### config.mk
export PLATFORM = sky130hd
export DESIGN_NAME = iir_cas_sched_flat
export DESIGN_NICKNAME = d
export VERILOG_FILES = /design/src/rtl/iir_cas_sched_if.sv /design/src/rtl/iir_cas_sched.sv /design/src/flat_wrapper.sv
export SDC_FILE = /design/constraint.sdc
export NUM_CORES = 1
export LEC_CHECK = 0
export BUFFER_PORTS_ARGS = -buffer_cell sky130_fd_sc_hd__buf_2
export CAP_MARGIN = 25
export CORE_UTILIZATION = 30
export DETAILED_ROUTE_END_ITERATION = 16
export PLACE_DENSITY = 0.63
export SLEW_MARGIN = 10
export SYNTH_ARGS = -nofsm -noshare
export SYNTH_HDL_FRONTEND = slang
export SYNTH_SLANG_ARGS = --single-unit
### constraint.sdc
create_clock -name clk -period 2.6 [get_ports clk]
set_input_delay 0.39 -clock clk [delete_from_list [all_inputs] [get_ports clk]]
set_output_delay 0.39 -clock clk [all_outputs]
set_load 0.05 [all_outputs]
### src/rtl/iir_cas_sched_if.sv
// Bundle between the cascade scheduler (master) and its surroundings (slave):
// sample input handshake, shared-section control, and filtered output.
interface iir_cas_sched_if #(
    parameter int NSTAGE = 4,
    parameter int DW     = 12,
    parameter int SW     = 16
);
    localparam int STW = $clog2(NSTAGE);

    logic                  din_vld;
    logic signed [DW-1:0]  din;
    logic                  din_rdy;
    logic                  sec_start;
    logic [STW-1:0]        sec_stage;
    logic signed [SW-1:0]  sec_x;
    logic                  sec_done;
    logic signed [SW-1:0]  sec_y;
    logic                  sec_flush;
    logic                  dout_vld;
    logic signed [DW-1:0]  dout;
    logic                  sat;
    logic                  err;
    logic                  busy;

    modport master (
        input  din_vld, din, sec_done, sec_y,
        output din_rdy, sec_start, sec_stage, sec_x, sec_flush,
        output dout_vld, dout, sat, err, busy
    );

    modport slave (
        output din_vld, din, sec_done, sec_y,
        input  din_rdy, sec_start, sec_stage, sec_x, sec_flush,
        input  dout_vld, dout, sat, err, busy
    );
endinterface

### src/rtl/iir_cas_sched.sv
// Time-multiplexes one shared second-order section over NSTAGE cascade stages,
// chaining each stage result into the next and saturating the final result.
module iir_cas_sched #(
    parameter int NSTAGE = 4,
    parameter int DW     = 12,
    parameter int SW     = 16,
    parameter int TMO    = 15
) (
    input  logic            clk,
    input  logic            rst,
    iir_cas_sched_if.master bus
);
    localparam int STW = $clog2(NSTAGE);
    localparam logic signed [SW-1:0] MAXV = SW'((1 << (DW-1)) - 1);
    localparam logic signed [SW-1:0] MINV = ~MAXV;

    typedef enum logic [1:0] {IDLE, ISSUE, WAIT, OUT} state_t;

    state_t               state_q, state_d;
    logic [STW-1:0]       stage_q, stage_d;
    logic signed [SW-1:0] opnd_q, opnd_d;
    logic [7:0]           cnt_q, cnt_d;
    logic signed [DW-1:0] dout_q, dout_d;
    logic                 dout_vld_q, dout_vld_d;
    logic                 sat_q, sat_d;
    logic                 err_q, err_d;
    logic                 start_q, start_d;
    logic                 flush_q, flush_d;
    logic                 rst_q;

    function automatic logic signed [DW-1:0] sat_val(input logic signed [SW-1:0] x);
        if (x > MAXV)      return MAXV[DW-1:0];
        else if (x < MINV) return MINV[DW-1:0];
        else               return x[DW-1:0];
    endfunction

    function automatic logic sat_flag(input logic signed [SW-1:0] x);
        return (x > MAXV) || (x < MINV);
    endfunction

    always_comb begin
        state_d    = state_q;
        stage_d    = stage_q;
        opnd_d     = opnd_q;
        cnt_d      = cnt_q;
        dout_d     = dout_q;
        dout_vld_d = 1'b0;
        sat_d      = 1'b0;
        err_d      = 1'b0;
        start_d    = 1'b0;
        // Flush only on the first reset cycle, not for the whole reset window.
        flush_d    = rst & ~rst_q;

        case (state_q)
            IDLE: begin
                if (bus.din_vld) begin
                    opnd_d  = {{(SW-DW){bus.din[DW-1]}}, bus.din};
                    stage_d = '0;
                    start_d = 1'b1;
                    state_d = ISSUE;
                end
            end
            ISSUE: begin
                cnt_d   = '0;
                state_d = WAIT;
            end
            WAIT: begin
                if (bus.sec_done) begin
                    opnd_d = bus.sec_y;
                    if (stage_q == STW'(NSTAGE - 1)) begin
                        dout_d     = sat_val(bus.sec_y);
                        sat_d      = sat_flag(bus.sec_y);
                        dout_vld_d = 1'b1;
                        state_d    = OUT;
                    end else begin
                        stage_d = stage_q + STW'(1);
                        start_d = 1'b1;
                        state_d = ISSUE;
                    end
                end else begin
                    cnt_d = cnt_q + 8'd1;
                    if (cnt_d == 8'(TMO)) begin
                        err_d   = 1'b1;
                        flush_d = 1'b1;
                        state_d = IDLE;
                    end
                end
            end
            OUT: begin
                state_d = IDLE;
            end
            default: begin
                state_d = IDLE;
            end
        endcase
    end

    always_ff @(posedge clk) begin
        rst_q   <= rst;
        flush_q <= flush_d;
        if (rst) begin
            state_q    <= IDLE;
            stage_q    <= '0;
            opnd_q     <= '0;
            cnt_q      <= '0;
            dout_q     <= '0;
            dout_vld_q <= 1'b0;
            sat_q      <= 1'b0;
            err_q      <= 1'b0;
            start_q    <= 1'b0;
        end else begin
            state_q    <= state_d;
            stage_q    <= stage_d;
            opnd_q     <= opnd_d;
            cnt_q      <= cnt_d;
            dout_q     <= dout_d;
            dout_vld_q <= dout_vld_d;
            sat_q      <= sat_d;
            err_q      <= err_d;
            start_q    <= start_d;
        end
    end

    assign bus.din_rdy   = (state_q == IDLE) && !rst;
    assign bus.busy      = (state_q != IDLE);
    assign bus.sec_start = start_q;
    assign bus.sec_stage = stage_q;
    assign bus.sec_x     = opnd_q;
    assign bus.sec_flush = flush_q;
    assign bus.dout_vld  = dout_vld_q;
    assign bus.dout      = dout_q;
    assign bus.sat       = sat_q;
    assign bus.err       = err_q;
endmodule
### src/flat_wrapper.sv
// flat-port wrapper written by rule: the top's interface ports become plain ports
module iir_cas_sched_flat 
#(
    parameter int NSTAGE = 4,
    parameter int DW     = 12,
    parameter int SW     = 16,
    parameter int TMO    = 15
)
  (clk, rst, bus_din_vld, bus_din, bus_sec_done, bus_sec_y, bus_din_rdy, bus_sec_start, bus_sec_stage, bus_sec_x, bus_sec_flush, bus_dout_vld, bus_dout, bus_sat, bus_err, bus_busy);
  iir_cas_sched_if #(.NSTAGE(NSTAGE), .DW(DW), .SW(SW)) bus_i ();
  input  logic clk;
  input  logic rst;
  input wire logic [$bits(bus_i.din_vld)-1:0] bus_din_vld;
  input wire logic [$bits(bus_i.din)-1:0] bus_din;
  input wire logic [$bits(bus_i.sec_done)-1:0] bus_sec_done;
  input wire logic [$bits(bus_i.sec_y)-1:0] bus_sec_y;
  output wire logic [$bits(bus_i.din_rdy)-1:0] bus_din_rdy;
  output wire logic [$bits(bus_i.sec_start)-1:0] bus_sec_start;
  output wire logic [$bits(bus_i.sec_stage)-1:0] bus_sec_stage;
  output wire logic [$bits(bus_i.sec_x)-1:0] bus_sec_x;
  output wire logic [$bits(bus_i.sec_flush)-1:0] bus_sec_flush;
  output wire logic [$bits(bus_i.dout_vld)-1:0] bus_dout_vld;
  output wire logic [$bits(bus_i.dout)-1:0] bus_dout;
  output wire logic [$bits(bus_i.sat)-1:0] bus_sat;
  output wire logic [$bits(bus_i.err)-1:0] bus_err;
  output wire logic [$bits(bus_i.busy)-1:0] bus_busy;
  assign bus_i.din_vld = bus_din_vld;
  assign bus_i.din = bus_din;
  assign bus_i.sec_done = bus_sec_done;
  assign bus_i.sec_y = bus_sec_y;
  assign bus_din_rdy = bus_i.din_rdy;
  assign bus_sec_start = bus_i.sec_start;
  assign bus_sec_stage = bus_i.sec_stage;
  assign bus_sec_x = bus_i.sec_x;
  assign bus_sec_flush = bus_i.sec_flush;
  assign bus_dout_vld = bus_i.dout_vld;
  assign bus_dout = bus_i.dout;
  assign bus_sat = bus_i.sat;
  assign bus_err = bus_i.err;
  assign bus_busy = bus_i.busy;
  iir_cas_sched #(.NSTAGE(NSTAGE), .DW(DW), .SW(SW), .TMO(TMO)) u_core (.clk(clk), .rst(rst), .bus(bus_i));
endmodule
==> summary.txt <==
CTS
  • Hold buffers post-CTS: 0
  • # clock sinks: 46
  • CTS buffer count: 5
  • H-tree Lvls: 2
  • Root Driver: clkbuf_8
  • TritonCTS clock tree: built
  • Worst-Skew Late Latency: 300 ps
  • Clk slew on worst S/H paths: 90 ps
  • # resized after CTS: 0
  • Post-CTS setup buffer count: 0
  • Maximum clock insertion buffer count: 2

Place
  • GPL Wtd Cong: 0.8868
  • Port bufs: 68
  • HPWL Detailed: 3.838 mm
  • Area after DPL: 2406 µm²
  • Setup WS pre-CTS: 709.0 ps

Worst setup path
  • Worst-path fanout max: 17
  • Worst Setup EP: bus_din_rdy
  • CP arrival: 1580 ps
  • Crit path launch type: register
  • CP startpoint: u_core.state_q[0]
  • Worst Reg-to-Reg Cells: 4
  • Worst EP required: 2210 ps
  • Worst reg2reg path startpoint: u_core.state_q[0]
  • RR Endpoint: u_core.bus.dout[2]
  • CP endpoint kind: output pin
  • Register-to-register path setup slack: 680 ps
  • Critical path class: reg2out

Power and ir drop
  • Pwr Density: 634.6 nW/µm²
  • Maximum resistive drop on vdd: 0.1941 mV
  • Cell leakage power: 1.110 nW
  • Clk pwr share: 33.7%
  • Flop pwr share: 47.5%
  • Power Total: 1.598 mW
  • Combinational Power Share: 18.7%
  • Cell Int Power: 1.107 mW
  • Psw: 491.9 µW
  • Switching share of total power: 30.78%

Route
  • DRC: 6
  • Vias: 1960
  • Routed WL: 5.276 mm
  • WL met3: 248 µm
  • Highest Signal Layer: met4
  • Initial DRC Count: 129
  • Post-route ant nets: 0
  • WL met2: 2.330 mm
  • DRT met1 WL: 2.607 mm
  • Drt pass-1 iters: 10
  • Routed length per instance: 13.46 µm
  • Vias/cell: 5.000

Global route
  • Total global-route track usage: 15.34%
  • First-pass GRT wire length: 8.659 mm
  • Initial antenna violation count: 0
  • Grt total ovfl: 0
  • Largest net degree at the start of global routing: 36
  • Number of global-route vias before repair: 1805

Floorplan
  • Core area: 6422 µm²
  • Die X: 83.82 µm
  • Die Area: 7025 µm²
  • I/O pin cnt: 69
  • Row cnt: 29
  • Die height: 83.82 µm
  • Initial core utilization: 31.27%

Finish
  • Final core occ: 39.22%
  • Area Growth Syn to Fin: 25.42%
  • Final #Nets: 349
  • Layout cell share with drive strength beyond 1: 26.67%
  • Antenna diodes: 0
  • Final Cell Area: 2519 µm²
  • Fillers: 668

Timing
  • Slew Viols, Final: 0
  • Clk_skew: 5.395 ps
  • Period utilization: 75.90%
  • Setup TNS: 0 ps
  • Final hold violation count: 0
  • Slew @ Worst Pin: 1040 ps
  • Fmax: 506.7 MHz
  • Final Critical Period: 1973 ps
  • Final Worst Setup Slack: 626.6 ps
  • Rel. slew slack: 30.35%
  • RSZ-0062 raised after global routing: no
  • # setup viols final: 0

Outcome
  • Violations in the final reports: design-rule violations
  • Status: complete, but fails checks

Synth
  • Yosys cell types: 40
  • Register bit total from synthesis: 46
  • Post-Syn Area: 2008 µm²
  • Synth Instances: 253
  • Post-synthesis sequential area ratio: 45.86%
  • Asr flop ratio synth: 0%
  • Mapped Nets: 288
  • Post-synth EDFFs: 0
  • Syn_area_per_cell: 7.937 µm²
  • Ys Warns: 0
  • Synth Flop Type: dfxtp_1

Worst hold path
  • Hold crit path type: in2reg

Job
  • Max-cap violations: 0
-- layer usage --
metal	up-vias	GRT usage [%]
met2	51	23.85
met4	0	5.643
li1	1004	-
met3	7	3.561
met5	-	0
met1	898	20.70
-- final cells by class --
| class | instances | area [µm²] | share of cell area, % |
|---|---|---|---|
| clock buffers | 5 | 68.82 | 2.732 |
| multi-input cells | 180 | 984.7 | 39.10 |
| flip-flops and latches | 46 | 920.9 | 36.56 |
| inverters | 9 | 33.78 | 1.341 |
| well taps | 77 | 96.34 | 3.825 |
| repair buffers | 72 | 370.4 | 14.70 |
| clock inverters | 3 | 43.79 | 1.739 |
-- how the worst min path moves through the flow --
stage	start	cells after the start	end	slack, ps
2_1_floorplan	u_core.rst_q	1	u_core.bus.sec_flush	390
3_3_place_gp	u_core.bus.dout[10]	2	u_core.bus.dout[10]	430
3_5_place_dp	u_core.bus.dout[9]	2	u_core.bus.dout[9]	440
4_1_cts	bus_din[4]	3	u_core.bus.sec_x[4]	330
5_1_grt	bus_din[10]	3	u_core.bus.sec_x[10]	340
6_report	bus_din[4]	3	u_core.bus.sec_x[4]	340
-- power by group through the flow --
stage	Sequential [mW]	Clock, mW	Combinational, mW
2_1_floorplan	0.865	0	0.122
3_3_place_gp	0.775	0	0.297
3_5_place_dp	0.776	0	0.299
4_1_cts	0.759	0.552	0.300
5_1_grt	0.764	0.582	0.322
6_report	0.760	0.539	0.299
-- cell usage in the layout, fill, tap and decap left out, types with 3 or more instances in the layout --
master / instances
buf_2: 68
dfxtp_1: 46
nor2_1: 39
nand2_1: 39
o21ai_0: 16
a21oi_1: 13
a311oi_1: 11
inv_1: 9
nor3_1: 8
a211oi_1: 6
nand3_1: 5
clkbuf_8: 5
a31oi_1: 4
buf_4: 4
mux2i_1: 3
and2_1: 3
ha_1: 3
-- sequential cells by signal, indices dropped and copies added (netlist names) --
| name | flops |
|---|---|
| u_core.bus.sec_flush | 1 |
| u_core.bus.err | 1 |
| u_core.bus.sec_stage | 2 |
| u_core.bus.sec_x | 16 |
| u_core.bus.sat | 1 |
| u_core.state_q | 2 |
| u_core.cnt_q | 8 |
| u_core.bus.dout_vld | 1 |
| u_core.rst_q | 1 |
| u_core.bus.dout | 12 |
| u_core.bus.sec_start | 1 |
-- critical path, cell delays in order, from the launching register on --
cell and delay (ps):
dfxtp_1 490, nor2_1 350, inv_1 90, nor2_1 90, buf_2 270
-- synthesized netlist by cell type, drive strengths merged (2+ instances only) --
cell type   n  share of area [%]
nor4        2               0.62
inv         9                1.7
clkbuf     13                2.4
a31oi       4                1.2
nor2       40                7.5
a311oi     11                4.8
buf         5                1.1
a211oi      6                2.2
a21boi      2               0.75
dfxtp      46                 46
nor3        9                2.5
nand2      39                7.3
nand4       2               0.62
nand3       5                1.2
ha          3                1.9
o21ai      17                4.2
a2bb2oi     2               0.87
and2        3               0.93
mux2i       3                1.5
or3         2               0.62
a21oi      13                3.2
nor2b       2               0.62
-- cells by family after synthesis --
logic type / after synthesis / share of synthesized area, %
multiplexers: 3 / 1.495
flip-flops: 46 / 45.86
AO/OA/AOI/OAI: 62 / 20.37
adder cells (fa/ha/maj): 3 / 1.869
AND/OR/NAND/NOR: 112 / 25.17
buffers and inverters: 27 / 5.234
-- per-stage QoR --
| step | cells | hold slack, ps |
|---|---|---|
| after floorplan | 253 | 392.9 |
| after global placement | 384 | 429.5 |
| after detailed placement | 384 | 438.5 |
| after CTS | 392 | 333.8 |
| after global routing | 392 | 344.8 |
| final | 392 | 343.4 |
Power figures use the tool's default switching activity.
